### src/rtl/reg_snapshot_dumper.sv
// reg_snapshot_dumper
//   Captures registers r0..r(NUM_REGS-1) through a dedicated register-file
//   read port and then streams the snapshot out over a valid/ready
//   interface. A dump starts on start_i or once per reset when the cycle
//   counter reaches TRIGGER_CYCLE. freeze_o stalls the CPU while the
//   registers are being read so the snapshot is coherent.
//
//   Optional build macro: DUMP_CHECKSUM_EN
//     When defined, one extra beat follows the register beats. That beat
//     has idx = NUM_REGS and carries the XOR of all captured words.
//
// Ports
//   clk_i         clock
//   rst_i         asynchronous reset, active-low
//   start_i       manual dump request (level, sampled at the rising edge)
//   rf_addr_o     register-file read address
//   rf_data_i     register-file read data (combinational from rf_addr_o)
//   freeze_o      CPU stall request, high while capturing
//   dump_valid_o  stream beat valid
//   dump_ready_i  stream sink ready
//   dump_data_o   beat payload
//   dump_idx_o    register index of the beat
//   dump_last_o   final beat of the dump
//   busy_o        dump in progress (capture, send or done)
//   done_o        one-cycle pulse after the final beat is accepted
//   cycle_cnt_o   saturating count of cycles since reset release
module reg_snapshot_dumper #(
    parameter int DATA_W        = 32,
    parameter int ADDR_W        = 5,
    parameter int NUM_REGS      = 13,
    parameter int TRIGGER_CYCLE = 25,
    parameter int CNT_W         = 16
) (
    input  logic              clk_i,
    input  logic              rst_i,
    input  logic              start_i,
    output logic [ADDR_W-1:0] rf_addr_o,
    input  logic [DATA_W-1:0] rf_data_i,
    output logic              freeze_o,
    output logic              dump_valid_o,
    input  logic              dump_ready_i,
    output logic [DATA_W-1:0] dump_data_o,
    output logic [ADDR_W-1:0] dump_idx_o,
    output logic              dump_last_o,
    output logic              busy_o,
    output logic              done_o,
    output logic [CNT_W-1:0]  cycle_cnt_o
);

    // One extra index bit so the checksum beat index (NUM_REGS) is
    // representable even when NUM_REGS == 2**ADDR_W.
    localparam int IDX_W = ADDR_W + 1;
`ifdef DUMP_CHECKSUM_EN
    localparam int LAST_BEAT = NUM_REGS;
`else
    localparam int LAST_BEAT = NUM_REGS - 1;
`endif

    typedef enum logic [1:0] {
        IDLE,
        CAPTURE,
        SEND,
        DONE
    } state_t;

    state_t             state;
    state_t             state_next;
    logic [CNT_W-1:0]   cnt;
    logic               auto_fired;
    logic               auto_hit;
    logic               trig;
    logic [ADDR_W-1:0]  addr;
    logic [IDX_W-1:0]   beat;
    logic [DATA_W-1:0]  snap [NUM_REGS];
    logic [DATA_W-1:0]  beat_word;
    logic               cap_end;
    logic               beat_end;
`ifdef DUMP_CHECKSUM_EN
    logic [DATA_W-1:0]  csum;
`endif

    assign auto_hit = (TRIGGER_CYCLE != 0) && (cnt == CNT_W'(TRIGGER_CYCLE)) && !auto_fired;
    assign trig     = start_i || auto_hit;
    assign cap_end  = (addr == ADDR_W'(NUM_REGS - 1));
    assign beat_end = (beat == IDX_W'(LAST_BEAT));

    // ---------------- state register ----------------
    always_ff @(posedge clk_i or negedge rst_i) begin
        if (!rst_i) begin
            state <= IDLE;
        end else begin
            state <= state_next;
        end
    end

    // ---------------- next-state logic ----------------
    always_comb begin
        state_next = state;
        case (state)
            IDLE:    if (trig) state_next = CAPTURE;
            CAPTURE: if (cap_end) state_next = SEND;
            SEND:    if (dump_ready_i && beat_end) state_next = DONE;
            DONE:    state_next = IDLE;
            default: state_next = IDLE;
        endcase
    end

    // ---------------- cycle counter and auto-trigger latch ----------------
    // auto_fired is set whenever the auto condition hits, even while busy,
    // so an auto trigger landing mid-dump is consumed and lost.
    always_ff @(posedge clk_i or negedge rst_i) begin
        if (!rst_i) begin
            cnt        <= '0;
            auto_fired <= 1'b0;
        end else begin
            if (cnt != '1) begin
                cnt <= cnt + CNT_W'(1);
            end
            if (auto_hit) begin
                auto_fired <= 1'b1;
            end
        end
    end

    // ---------------- capture / send datapath ----------------
    always_ff @(posedge clk_i or negedge rst_i) begin
        if (!rst_i) begin
            addr <= '0;
            beat <= '0;
            for (int unsigned i = 0; i < NUM_REGS; i++) begin
                snap[i] <= '0;
            end
`ifdef DUMP_CHECKSUM_EN
            csum <= '0;
`endif
        end else begin
            case (state)
                IDLE: begin
                    addr <= '0;
                    beat <= '0;
`ifdef DUMP_CHECKSUM_EN
                    csum <= '0;
`endif
                end
                CAPTURE: begin
                    for (int unsigned i = 0; i < NUM_REGS; i++) begin
                        if (addr == ADDR_W'(i)) begin
                            snap[i] <= rf_data_i;
                        end
                    end
`ifdef DUMP_CHECKSUM_EN
                    csum <= csum ^ rf_data_i;
`endif
                    addr <= cap_end ? '0 : addr + ADDR_W'(1);
                end
                SEND: begin
                    if (dump_ready_i) begin
                        beat <= beat_end ? '0 : beat + IDX_W'(1);
                    end
                end
                default: ;
            endcase
        end
    end

    // Beat payload is a mux over the snapshot; it only changes when beat
    // advances, which keeps the payload stable under backpressure.
    always_comb begin
        beat_word = '0;
        for (int unsigned i = 0; i < NUM_REGS; i++) begin
            if (beat == IDX_W'(i)) begin
                beat_word = snap[i];
            end
        end
`ifdef DUMP_CHECKSUM_EN
        if (beat == IDX_W'(NUM_REGS)) begin
            beat_word = csum;
        end
`endif
    end

    // ---------------- outputs ----------------
    assign rf_addr_o    = addr;
    assign freeze_o     = (state == CAPTURE);
    assign dump_valid_o = (state == SEND);
    assign dump_data_o  = dump_valid_o ? beat_word : '0;
    assign dump_idx_o   = dump_valid_o ? beat[ADDR_W-1:0] : '0;
    assign dump_last_o  = dump_valid_o && beat_end;
    assign busy_o       = (state != IDLE);
    assign done_o       = (state == DONE);
    assign cycle_cnt_o  = cnt;

endmodule

### config.mk
export PLATFORM = sky130hd
export DESIGN_NAME = reg_snapshot_dumper
export DESIGN_NICKNAME = d
export VERILOG_FILES = /design/src/rtl/reg_snapshot_dumper.sv
export SDC_FILE = /design/constraint.sdc
export NUM_CORES = 1
export LEC_CHECK = 0
export CAP_MARGIN = 20
export CORE_MARGIN = 2
export CORE_UTILIZATION = 61
export CTS_CLUSTER_DIAMETER = 80
export CTS_CLUSTER_SIZE = 16
export DETAILED_ROUTE_END_ITERATION = 12
export GPL_TIMING_DRIVEN = 0
export PLACE_DENSITY = 0.86
export SLEW_MARGIN = 5
export SYNTH_ARGS = -nofsm -noshare
export SYNTH_HDL_FRONTEND = slang
export SYNTH_SLANG_ARGS = --single-unit
export TNS_END_PERCENT = 1
### constraint.sdc
create_clock -name clk_i -period 4 [get_ports clk_i]
set_input_delay 0.8 -clock clk_i [delete_from_list [all_inputs] [get_ports clk_i]]
set_output_delay 0.8 -clock clk_i [all_outputs]
set_load 0.03 [all_outputs]
==> results of run 1 <==
## Yosys cell counts, types with 12 or more instances
cell,count
o221ai_1,26
ha_1,14
nand3_1,37
a21oi_1,82
nand2_1,104
dfrtp_1,446
a221oi_1,32
nand3b_1,14
o22ai_1,34
a31oi_1,12
clkbuf_1,109
a22oi_1,28
a221o_1,17
buf_1,14
nor3_1,33
mux2_2,411
o21ai_0,75
nor2_1,60
inv_1,20
buf_2,23
## state kept, by name, summed over array words and instances, names as in the netlist
| register | flops |
|---|---|
| auto_fired | 1 |
| beat | 6 |
| cycle_cnt_o | 16 |
| rf_addr_o | 5 |
| snap | 416 |
| state | 2 |
## path summary, 6_finish.rpt
| check | depth (start not counted) | slack (ps) | end |
|---|---|---|---|
| setup / recovery | 11 | -130 | dump_data_o[18] |
| hold / removal | 1 | 180 | snap[408] |
| setup reg to reg | 8 | 690 | snap[269] |
| hold reg to reg | 1 | 480 | auto_fired |
| max in group asynchronous | 3 | 2470 | snap[10] |
| min in group clk_i | 1 | 480 | auto_fired |
## cell usage in the layout, fill, tap and decap left out, drive strengths merged, types with 5 or more instances in the layout
cell / synthesis / layout
dfrtp: 446 / 446
mux2: 411 / 411
clkbuf: 109 / 133
buf: 39 / 105
nand2: 104 / 104
a21oi: 82 / 82
o21ai: 76 / 76
clkdlybuf4s50: 0 / 64
nor2: 61 / 61
nand3: 37 / 37
o22ai: 34 / 34
nor3: 33 / 33
a221oi: 33 / 33
a22oi: 28 / 28
o221ai: 26 / 26
inv: 20 / 21
a221o: 17 / 17
nand3b: 14 / 14
ha: 14 / 14
a31oi: 12 / 12
o211ai: 9 / 9
o21a: 9 / 9
a22o: 8 / 8
a211o: 8 / 8
nand2b: 8 / 8
and2: 8 / 8
nor4: 8 / 8
nand4: 7 / 7
nor2b: 7 / 7
a211oi: 6 / 6
o22a: 6 / 6
xnor2: 6 / 6
and3: 6 / 6
o2bb2ai: 6 / 6
o221a: 5 / 5
xor2: 5 / 5
## through the flow
stage                     setup slack (ps)  total power, mW  TNS [ps]  std cells
after floorplan                        344             9.73         0       1750
after global placement              -16840             12.0  -7517900       2296
after detailed placement             -1320             12.2    -30620       2302
after CTS                            -64.4             15.6      -376       2355
after global routing                  -144             16.6     -1420       2357
final                                 -126             16.1     -1050       2357
## power by group
group	total [mW]	switching (mW)	internal (mW)
Clock	2.92	1.53	1.39
Combinational	6.93	4.14	2.79
Sequential	6.21	0.658	5.55
Total	16.1	6.33	9.73
## layout make-up
| type | count | area (µm²) | area share (%) |
|---|---|---|---|
| Clock inverter | 1 | 8.76 | 0.0359 |
| Sequential cell | 446 | 11200 | 45.8 |
| Timing Repair Buffer | 132 | 1280 | 5.23 |
| Inverter | 20 | 80.1 | 0.328 |
| Buffer | 142 | 786 | 3.22 |
| Clock buffer | 32 | 790 | 3.24 |
| Tap cell | 448 | 561 | 2.30 |
| Multi-Input combinational cell | 1136 | 9730 | 39.9 |
## cell families after synthesis
group                    after synthesis
XOR/XNOR                              11
adder cells (fa/ha/maj)               14
buffers and inverters                168
flip-flops                           446
AND/OR/NAND/NOR                      307
AO/OA/AOI/OAI                        393
multiplexers                         411
## repair_timing
item | in CTS | in global routing
pin swaps | 26 | 17
setup endpoints to repair | 36 | 33
buffers inserted | 25 | 3
resized for setup | 378 | 72
## routing by layer
metal	track usage, %	routed length (µm)	vias to the layer above	part of all wire (%)
li1	-	-	6777	-
met1	52.0	26200	8530	38
met4	19.1	3730	0	5.4
met5	0	0	-	0
met2	59.4	31100	1184	45
met3	9.08	7980	259	12
==> impl_metrics.ini, run 1 <==
[finish]
fin_util_pct = 72.4
final_area_um2 = 24400
area_growth_pct = 16.5
antenna_cells = 0
final_nets = 1959
drive_gt1_share_pct = 36.9
fillCellCount = 2236

[route]
drt-pass1-iter-count = 6
antenna_left = 0
drc_errors = 0
drt_wl_total_um = 69100
drt-wirelength-per-cell_um = 29.3
vias = 16750
via_per_inst = 7.11
drt_iter0_drc = 2032

[die]
rows = 67
die_area_um2 = 35800
start_util_pct = 62.1
ios = 99
die_x_um = 189
coreArea_um2 = 33700
die_h_um = 189

[setup_path]
worst-path-buf-inv = 4
crit_type = flop to output port
crit_family = buffers and inverters
worstSetupStartpoint = beat[0]
end_kind = output port
crit_chain = inv_4 -> ha_4 -> or3b_4 -> nor2b_2 -> buf_6 -> buf_8 -> a221oi_1 -> o22ai_1 -> a211oi_1 -> o22ai_1 -> buf_4
required_ps = 3200
cp.arrival_ps = 3330
critical_path.most_common_cell = o22ai_1
r2r_start = state[1]
slowest_stage = dfrtp_2
crit_path_start_kind = flop
max_stage_delay_ps = 480
path_max_fanout = 10

[cts]
htreeDepth = 1
clkLatencyLatePin_ps = 600
hold_buffers = 0
clockBufferDepth = 3
numClockSinks = 446
clk_pin_slew_ps = 80
cts_buffers = 31
cts_root_buf = clkbuf_16
cts_tree = done

[logic_synthesis]
synth.net_count = 1800
synth_top_area_cell = dfrtp_1
synth_simple_gate_area_share_pct = 7.14
synthAdderAreaFrac_pct = 0.836
syn_area_um2 = 20900
synth-warning-count = 0
synth_xor_xnor_area_share_pct = 0.460
synth_area_leaders = dfrtp_1 (53%), mux2_2 (22%), a21oi_1 (2.0%)
ys_async_sr_fraction_pct = 100
synth-edff-count = 0
ys_seq_area_share_pct = 53.3
synth_compound_area_share_pct = 12.9
synth_top_family_by_area = multiplexers
ys.flop_type = dfrtp_1
ys_types = 62
syn_area_per_cell_um2 = 12.0
synthMuxAreaShare_pct = 22.1
ys_seq_elements = 446
syn_inst = 1750
synth_top_area_share_pct = 53.3

[global_routing]
grt_max_degree = 100
grt_first_pass_wirelength_um = 104000
grt_usage_pct = 38.7
gr-total-overflow = 0
first_global_vias = 16724
grt_antenna_before_repair = 0

[power]
p_per_area_nw_per_um2 = 658
peakVddDrop_uv = 448
p_leak_nw = 11.0

[timing]
max_freq_mhz = 242
setup_violations = 17
hold_slack_ps = 181
slew_headroom_pct = 37.6
timing.final.ws_setup_ps = -126
fin_crit_ps = 4130
timing.final.max_slew_violations = 0
clock_skew_ps = 25.4
fin_crit_sh_pct = 103
worstMarginPinSlew_ps = 936
rsz0062_at_grt = true
hold_viol = 0

[place]
portBuffers = 98
place.gp.congestion = 0.994
post-dp-hpwl_um = 48600
placed_area_um2 = 22600

[flow_run]
cap_violations = 0

[run_status]
outcome = complete, but fails checks
violations = negative setup slack

[min_path]
hold_path_class = input pin to async pin
(Power assumes the default switching activity.)
==> inputs of run 2 (changes only) <==
Settings changed: HOLD_SLACK_MARGIN from default to 0.08.
==> results of run 2 <==
No change in the layout: final DEF, timing and power equal those of run 1.
